===== config.mk =====
export PLATFORM = sky130hd
export DESIGN_NAME = fwd_stall_ctrl
export DESIGN_NICKNAME = d
export VERILOG_FILES = /design/src/rtl/fwd_stall_ctrl.sv
export SDC_FILE = /design/constraint.sdc
export NUM_CORES = 1
export LEC_CHECK = 0
export BUFFER_PORTS_ARGS = -buffer_cell sky130_fd_sc_hd__buf_4
export CAP_MARGIN = 0
export CELL_PAD_IN_SITES_DETAIL_PLACEMENT = 1
export CELL_PAD_IN_SITES_GLOBAL_PLACEMENT = 2
export CORE_ASPECT_RATIO = 1.5
export CORE_MARGIN = 3
export CORE_UTILIZATION = 29
export DETAILED_ROUTE_END_ITERATION = 6
export GPL_TIMING_DRIVEN = 1
export PLACE_DENSITY_LB_ADDON = 0.1
export SYNTH_ARGS = -nofsm -noshare
export SYNTH_HDL_FRONTEND = slang
export SYNTH_SLANG_ARGS = --single-unit
export TNS_END_PERCENT = 30

===== constraint.sdc =====
create_clock -name clk -period 2.07 [get_ports clk]
set_input_delay 0.5175 -clock clk [delete_from_list [all_inputs] [get_ports clk]]
set_output_delay 0.5175 -clock clk [all_outputs]
set_load 0.02 [all_outputs]

===== src/rtl/fwd_stall_ctrl.sv =====
// Hazard controller for the 5-stage MIPS core: E/M/W destination scoreboard, forwarding selects, D-stage stall.
// Optional MDU busy interlock is compiled in when MDU_STALL_EN is defined.
module fwd_stall_ctrl #(
   parameter int MD_MUL_CYC = 5,
   parameter int MD_DIV_CYC = 10
) (
   input  logic       clk,
   input  logic       reset,
   input  logic       d_valid,
   input  logic [4:0] d_rs,
   input  logic [4:0] d_rt,
   input  logic [1:0] d_tuse_rs,
   input  logic [1:0] d_tuse_rt,
   input  logic [4:0] d_dst,
   input  logic [1:0] d_tnew,
   input  logic       d_md_use,
   input  logic       d_md_start,
   input  logic       d_md_div,
   output logic       stall,
   output logic [1:0] sel_d_rs,
   output logic [1:0] sel_d_rt,
   output logic [1:0] sel_e_rs,
   output logic [1:0] sel_e_rt
);

   logic [4:0] e_dst_q, e_dst_d, m_dst_q, m_dst_d, w_dst_q, w_dst_d;
   logic [4:0] e_rs_q, e_rs_d, e_rt_q, e_rt_d;
   logic [1:0] e_tnew_q, e_tnew_d, m_tnew_q, m_tnew_d;
   logic       advance;
   logic       md_stall;
   logic [1:0] haz;
   logic [3:0] sel_d_all, sel_e_all;

   assign advance = d_valid && !stall;

   always_comb begin
      e_dst_d  = advance ? d_dst  : 5'd0;
      e_tnew_d = advance ? d_tnew : 2'd0;
      e_rs_d   = advance ? d_rs   : 5'd0;
      e_rt_d   = advance ? d_rt   : 5'd0;
      m_dst_d  = e_dst_q;
      m_tnew_d = (e_tnew_q == 2'd0) ? 2'd0 : e_tnew_q - 2'd1;
      w_dst_d  = m_dst_q;
   end

   always_ff @(posedge clk) begin
      if (reset) begin
         e_dst_q  <= 5'd0;
         e_tnew_q <= 2'd0;
         e_rs_q   <= 5'd0;
         e_rt_q   <= 5'd0;
         m_dst_q  <= 5'd0;
         m_tnew_q <= 2'd0;
         w_dst_q  <= 5'd0;
      end else begin
         e_dst_q  <= e_dst_d;
         e_tnew_q <= e_tnew_d;
         e_rs_q   <= e_rs_d;
         e_rt_q   <= e_rt_d;
         m_dst_q  <= m_dst_d;
         m_tnew_q <= m_tnew_d;
         w_dst_q  <= w_dst_d;
      end
   end

   // gi = 0 handles rs, gi = 1 handles rt
   for (genvar gi = 0; gi < 2; gi++) begin : g_src
      logic [4:0] src_d, src_e;
      logic [1:0] tuse;
      logic       hit_e, hit_m, hit_w, ehit_m, ehit_w;

      assign src_d  = (gi == 0) ? d_rs : d_rt;
      assign src_e  = (gi == 0) ? e_rs_q : e_rt_q;
      assign tuse   = (gi == 0) ? d_tuse_rs : d_tuse_rt;
      assign hit_e  = (src_d != 5'd0) && (e_dst_q == src_d);
      assign hit_m  = (src_d != 5'd0) && (m_dst_q == src_d);
      assign hit_w  = (src_d != 5'd0) && (w_dst_q == src_d);
      assign ehit_m = (src_e != 5'd0) && (m_dst_q == src_e);
      assign ehit_w = (src_e != 5'd0) && (w_dst_q == src_e);

      // A younger producer still computing hides older copies of the same register.
      assign sel_d_all[2*gi +: 2] = hit_e ? ((e_tnew_q == 2'd0) ? 2'd1 : 2'd0) :
                                    hit_m ? ((m_tnew_q == 2'd0) ? 2'd2 : 2'd0) :
                                    hit_w ? 2'd3 : 2'd0;
      assign sel_e_all[2*gi +: 2] = (ehit_m && (m_tnew_q == 2'd0)) ? 2'd2 :
                                    ehit_w ? 2'd3 : 2'd0;
      assign haz[gi] = (hit_e && (e_tnew_q > tuse)) || (hit_m && (m_tnew_q > tuse));
   end

`ifdef MDU_STALL_EN
   localparam int MD_MAX = (MD_DIV_CYC > MD_MUL_CYC) ? MD_DIV_CYC : MD_MUL_CYC;
   localparam int BW     = $clog2(MD_MAX + 1);

   logic [BW-1:0] busy_q, busy_d;
   logic          e_md_q, e_md_d;

   always_comb begin
      e_md_d = advance && d_md_start;
      busy_d = busy_q;
      if (advance && d_md_start) begin
         busy_d = d_md_div ? BW'(MD_DIV_CYC) : BW'(MD_MUL_CYC);
      end else if (busy_q != '0) begin
         busy_d = busy_q - BW'(1);
      end
   end

   always_ff @(posedge clk) begin
      if (reset) begin
         busy_q <= '0;
         e_md_q <= 1'b0;
      end else begin
         busy_q <= busy_d;
         e_md_q <= e_md_d;
      end
   end

   assign md_stall = d_valid && d_md_use && ((busy_q != '0) || e_md_q);
`else
   logic unused_md;
   assign unused_md = ^{d_md_use, d_md_start, d_md_div};
   assign md_stall  = 1'b0;
`endif

   assign stall    = (d_valid && (|haz)) || md_stall;
   assign sel_d_rs = sel_d_all[1:0];
   assign sel_d_rt = sel_d_all[3:2];
   assign sel_e_rs = sel_e_all[1:0];
   assign sel_e_rt = sel_e_all[3:2];

endmodule


==> results of run 1 <==
-- worst max-delay path by stage --
stage / start / slack (ns) / cells after the start / to
3_5_place_dp: d_tuse_rt[1] / -0.27 / 9 / stall
2_1_floorplan: d_tuse_rt[1] / -0.03 / 7 / stall
4_1_cts: e_tnew_q[1]$_SDFF_PP0_ / -0.17 / 7 / stall
5_1_grt: e_tnew_q[1]$_SDFF_PP0_ / -0.21 / 7 / stall
3_3_place_gp: d_tuse_rt[1] / -0.25 / 9 / stall
6_report: d_tuse_rs[1] / -0.16 / 8 / stall
-- registers in the layout, indices dropped and copies added (netlist names) --
| name | cells |
|---|---|
| e_rs_q | 5 |
| m_tnew_q | 2 |
| w_dst_q | 5 |
| m_dst_q | 5 |
| e_dst_q | 5 |
| e_tnew_q | 2 |
| e_rt_q | 5 |
-- layout make-up --
type	instances	share of cell area, %
Multi-Input combinational cell	171	50.0
Tap cell	74	3.53
Clock inverter	1	1.15
Clock buffer	7	3.29
Timing Repair Buffer	59	17.8
Sequential cell	29	23.1
Inverter	7	1.19
-- kinds of logic (layout without fill, tap and decap cells) --
logic type      count (synthesis)  after routing  synth area share (%)
compound gates                 15             15                  6.62
xor+xnor                       48             48                  22.5
fa+ha+maj                       9              9                  6.02
buf+inv                        23             74                  6.42
flops                          29             29                  31.0
simple gates                   99             99                  27.5
-- power by group --
| part | internal (mW) | total (mW) | switching [mW] |
|---|---|---|---|
| combinational | 0.191 | 0.379 | 0.189 |
| clock | 0.392 | 0.609 | 0.217 |
| sequential | 0.579 | 0.606 | 0.0276 |
| total | 1.16 | 1.59 | 0.433 |
-- synth_stat cells, types with 5 or more instances --
master | count | area (um2)
xor2_1 | 33 | 289
dfxtp_1 | 29 | 581
nand2_1 | 28 | 105
nor3_1 | 27 | 135
xnor2_1 | 15 | 131
nor2b_1 | 14 | 87.6
ha_1 | 9 | 113
nor2_1 | 9 | 33.8
inv_1 | 7 | 26.3
nand4_1 | 7 | 43.8
buf_2 | 5 | 25.0
nand3_1 | 5 | 25.0
-- routing by layer --
metal / up-vias / GRT usage (%) / part of all wire [%] / routed length (um)
met3: 11 / 2.90 / 2.7 / 153
met5: - / 0 / 0 / 0
li1: 834 / - / - / -
met2: 28 / 29.4 / 53 / 3050
met1: 788 / 19.2 / 41 / 2360
met4: 0 / 5.91 / 2.5 / 142
-- repair_timing --
action,CTS,global route
pin swaps,16,8
setup buffers,1,0
gates resized for setup,30,14
endpoints found under the hold margin,0,0
endpoints found under the setup margin,9,9
==> impl_metrics.ini, run 1 <==
[status]
outcome = complete, but fails checks
violations = setup timing

[clock_network]
clkSinkCount = 29
cts_buffers = 5
hold_buffers = 0
htreeDepth = 2
clk_path_buf_depth = 2
clk_latency_ns = 0.28
cts-root-buf = clkbuf_8
clkSlewWorstSetupHoldPaths_ns = 0.06
cts_tree = done

[placed_design]
dp_slack_ns = -0.273
place_congestion = 0.795
dp.cells = 339
dp_hpwl_um = 4530
portBuffers = 32
placed_cell_area_um2 = 2340

[route]
wl_um = 5710
via_count = 1661
drc = 0
drt-vias-per-instance = 4.77
detail_route.wl_per_cell_um = 16.4
first_iter_violations = 27
drtPass1Iterations = 4
antenna_left = 0

[timing]
fmax_ghz = 0.448
maxSlewHeadroom_pct = 79.0
period_minus_slack_ns = 2.23
finalCritPeriodShare_pct = 108
finalMaxSlewViolations = 0
whs_ns = 0.417
fin_setup_tns_ns = -0.513
hold_violations = 0
worst_clock_skew_ns = 0.00571
setup_viol = 8
worstMarginPinSlew_ns = 0.313
fin_ws_ns = -0.160
rsz0062_at_grt = yes

[critical_path]
critPathMaxStageDelay_ns = 0.26
cp_top_family = compound AO/OA/AOI/OAI gates
critical_path.startpoint_type = input port
r2r_slack_ns = 0.36
crit_path_cell_trace = buf_6, inv_4, ha_4, nor2b_1, o211ai_1, o211ai_4, o21a_4, buf_6
r2r-start = e_tnew_q[1]$_SDFF_PP0_
end_kind = output port
cp_slowest_cell = o211ai_1
cp_num_buf_inv = 3
arrival_ns = 1.71
critical_path_class = input port to output port
rr_worst_depth = 8
crit_path_frequent_cell = buf_6
cp.required_ns = 1.55
crit_fanout = 2
r2r-end = e_rt_q[3]$_SDFF_PP0_

[logic_synthesis]
syn_avg_cell_area_um2 = 8.39
synth_cell_types = 30
synth_edf_count = 0
synth_area_um2 = 1870
async_flop_share_pct = 0
yosys_warnings = 0
synthCells = 223
synthFlopType = dfxtp_1
synth_seq_cells = 29
synth.net_count = 259
yosysSeqAreaShare_pct = 31.0

[final_layout]
nFillCells = 753
instances_no_fill = 348
drive_above_1_share_pct = 40.1
mostFrequentLayoutCell = buf_4
design_area_um2 = 2620
antennaDiodeCount = 0
fin_nets = 309
multi_input_area_um2 = 1310
regArea_um2 = 604
fin_util_pct = 42.2
most-common-layout-cells = buf_4, xor2_1, nand2_1
area_growth_pct = 40.0

[floorplanning]
die-area_um2 = 7470
initial_core_util_pct = 30.1
top_level_ports = 36
die_h_um = 104
fp.dieW_um = 71.6
num_rows = 35
coreArea_um2 = 6220

[power_and_ir_drop]
peakVddDrop_mv = 0.387
power_density_nw_per_um2 = 608
p_leak_nw = 1.16
power.total_mw = 1.59

[flow_run]
drv_cap = 0

[global_routing]
antenna_found_initial = 0
grt_usage_pct = 16.5
grt_pass1_wl_um = 9460
overflow = 0
grt_max_degree = 18
grt_pass1_vias = 1838

[hold_path]
hold_start = e_tnew_q[0]$_SDFF_PP0_
hp-class = flop to flop
min_path_cells = 1
min_to = m_tnew_q[0]$_SDFF_PP0_
No activity file was read; power rests on OpenSTA's default activity.
==> run 2, diff against run 1 <==
- SKIP_CTS_REPAIR_TIMING: not set -> 1
==> run 2 against run 1 <==
The flow still finishes with violations (setup timing). Maximum frequency down 0.14%. Clock skew is essentially flat. Sequential share of layout area decreased by 0.26 points. Wire length increased by 1.8%. Combinational power increased by 3%. Core utilization about the same. Final cell count unchanged. Clock power about the same. Critical endpoint unchanged.
==> impl_metrics.ini, run 2 (synthesized netlist as in run 1, its figures left out) <==
[status]
outcome = complete, but fails checks
violations = setup timing

[timing]
finalCritPeriodShare_pct = 108
maxSlewHeadroom_pct = 79.0
worstMarginPinSlew_ns = 0.313
worst_clock_skew_ns = 0.00572
hold_violations = 0
rsz0062_at_grt = yes
fmax_ghz = 0.448
fin_ws_ns = -0.163
period_minus_slack_ns = 2.23
finalMaxSlewViolations = 0
setup_viol = 8

[power_and_ir_drop]
peakVddDrop_mv = 0.407
p_leak_nw = 1.16
power_density_nw_per_um2 = 613
power.total_mw = 1.61

[clock_network]
clkSinkCount = 29
clkSlewWorstSetupHoldPaths_ns = 0.06
clk_path_buf_depth = 2
htreeDepth = 2
cts-root-buf = clkbuf_8
cts_buffers = 5
cts_tree = done
clk_latency_ns = 0.28

[final_layout]
fin_nets = 309
most-common-layout-cells = buf_4, xor2_1, nand2_1
nFillCells = 752
fin_util_pct = 42.1
area_growth_pct = 39.9
drive_above_1_share_pct = 38.3
antennaDiodeCount = 0
mostFrequentLayoutCell = buf_4

[route]
antenna_left = 0
drt-vias-per-instance = 4.80
first_iter_violations = 36
drtPass1Iterations = 4
drc = 0
detail_route.wl_per_cell_um = 16.7
wl_um = 5810
via_count = 1672

[global_routing]
overflow = 0
grt_usage_pct = 16.1
grt_max_degree = 18
antenna_found_initial = 0
grt_pass1_wl_um = 9290
grt_pass1_vias = 1814

[hold_path]
hold_start = e_tnew_q[0]$_SDFF_PP0_
min_path_cells = 1
hp-class = flop to flop
min_to = m_tnew_q[0]$_SDFF_PP0_

[critical_path]
end_kind = output port
cp.required_ns = 1.55
critical_path.startpoint_type = input port
critical_path_class = input port to output port
r2r_slack_ns = 0.42
r2r-end = e_rt_q[3]$_SDFF_PP0_
arrival_ns = 1.72
rr_worst_depth = 7
crit_fanout = 2
r2r-start = e_tnew_q[1]$_SDFF_PP0_

[placed_design]
place_congestion = 0.795
portBuffers = 32
dp_hpwl_um = 4530

[floorplanning]
fp.dieW_um = 71.6
initial_core_util_pct = 30.1
num_rows = 35
coreArea_um2 = 6220
die_h_um = 104
top_level_ports = 36
die-area_um2 = 7470

[flow_run]
drv_cap = 0
==> run 2: cell types whose count changed in the layout (fill, tap and decap cells not counted), moves of 2 or more <==
cell,change
nor3_1,+2
nor2b_4,+2
nor2b_1,-3
dfxtp_1,+6
nor3_2,-2
dfxtp_2,-6
==> run 2: per-stage QoR <==
step	setup slack (ns)	hold slack [ns]	instance area, um2	instances	setup TNS, ns
floorplan	-0.0343	0.397	1900	223	-0.0671
global placement	-0.253	0.406	2340	339	-0.629
detailed placement	-0.273	0.414	2340	339	-0.628
CTS	-0.347	0.423	2450	347	-1.40
global route	-0.238	0.435	2620	348	-1.60
finish	-0.163	0.417	2620	348	-0.628
==> run 2: worst max-delay path by stage <==
| stage | from | end | slack (ns) | cells past startpoint |
|---|---|---|---|---|
| 6_report | d_tuse_rt[1] | stall | -0.16 | 8 |
| 4_1_cts | m_tnew_q[1]$_SDFF_PP0_ | stall | -0.35 | 6 |
| 3_5_place_dp | d_tuse_rt[1] | stall | -0.27 | 9 |
| 2_1_floorplan | d_tuse_rt[1] | stall | -0.03 | 7 |
| 5_1_grt | e_tnew_q[1]$_SDFF_PP0_ | stall | -0.24 | 7 |
| 3_3_place_gp | d_tuse_rt[1] | stall | -0.25 | 9 |
==> run 2: worst max-delay path, stage by stage <==
cell and delay (ns):
buf_4 0.12, inv_4 0.06, ha_4 0.19, nor2b_4 0.12, o211ai_1 0.28, nor2_4 0.07
o21a_4 0.22, buf_6 0.13
==> run 2: layout make-up <==
cell class                      count  area [um2]  area share, %
Sequential cell                    29         597           22.8
Multi-Input combinational cell    171        1320           50.3
Clock inverter                      1        30.0           1.15
Clock buffer                        7        86.3           3.30
Timing Repair Buffer               59         465           17.8
Inverter                            7        31.3           1.19
Tap cell                           74        92.6           3.54
==> run 2: report_power, final <==
group          switching, mW  internal [mW]
logic                  0.191          0.198
clock network          0.219          0.392
registers             0.0275          0.578
==> run 2: per-layer routing <==
metal,part of all wire (%),GRT usage (%)
met1,41,19.0
met2,54,28.4
met3,2.6,2.90
met4,2.5,5.91
met5,0,0
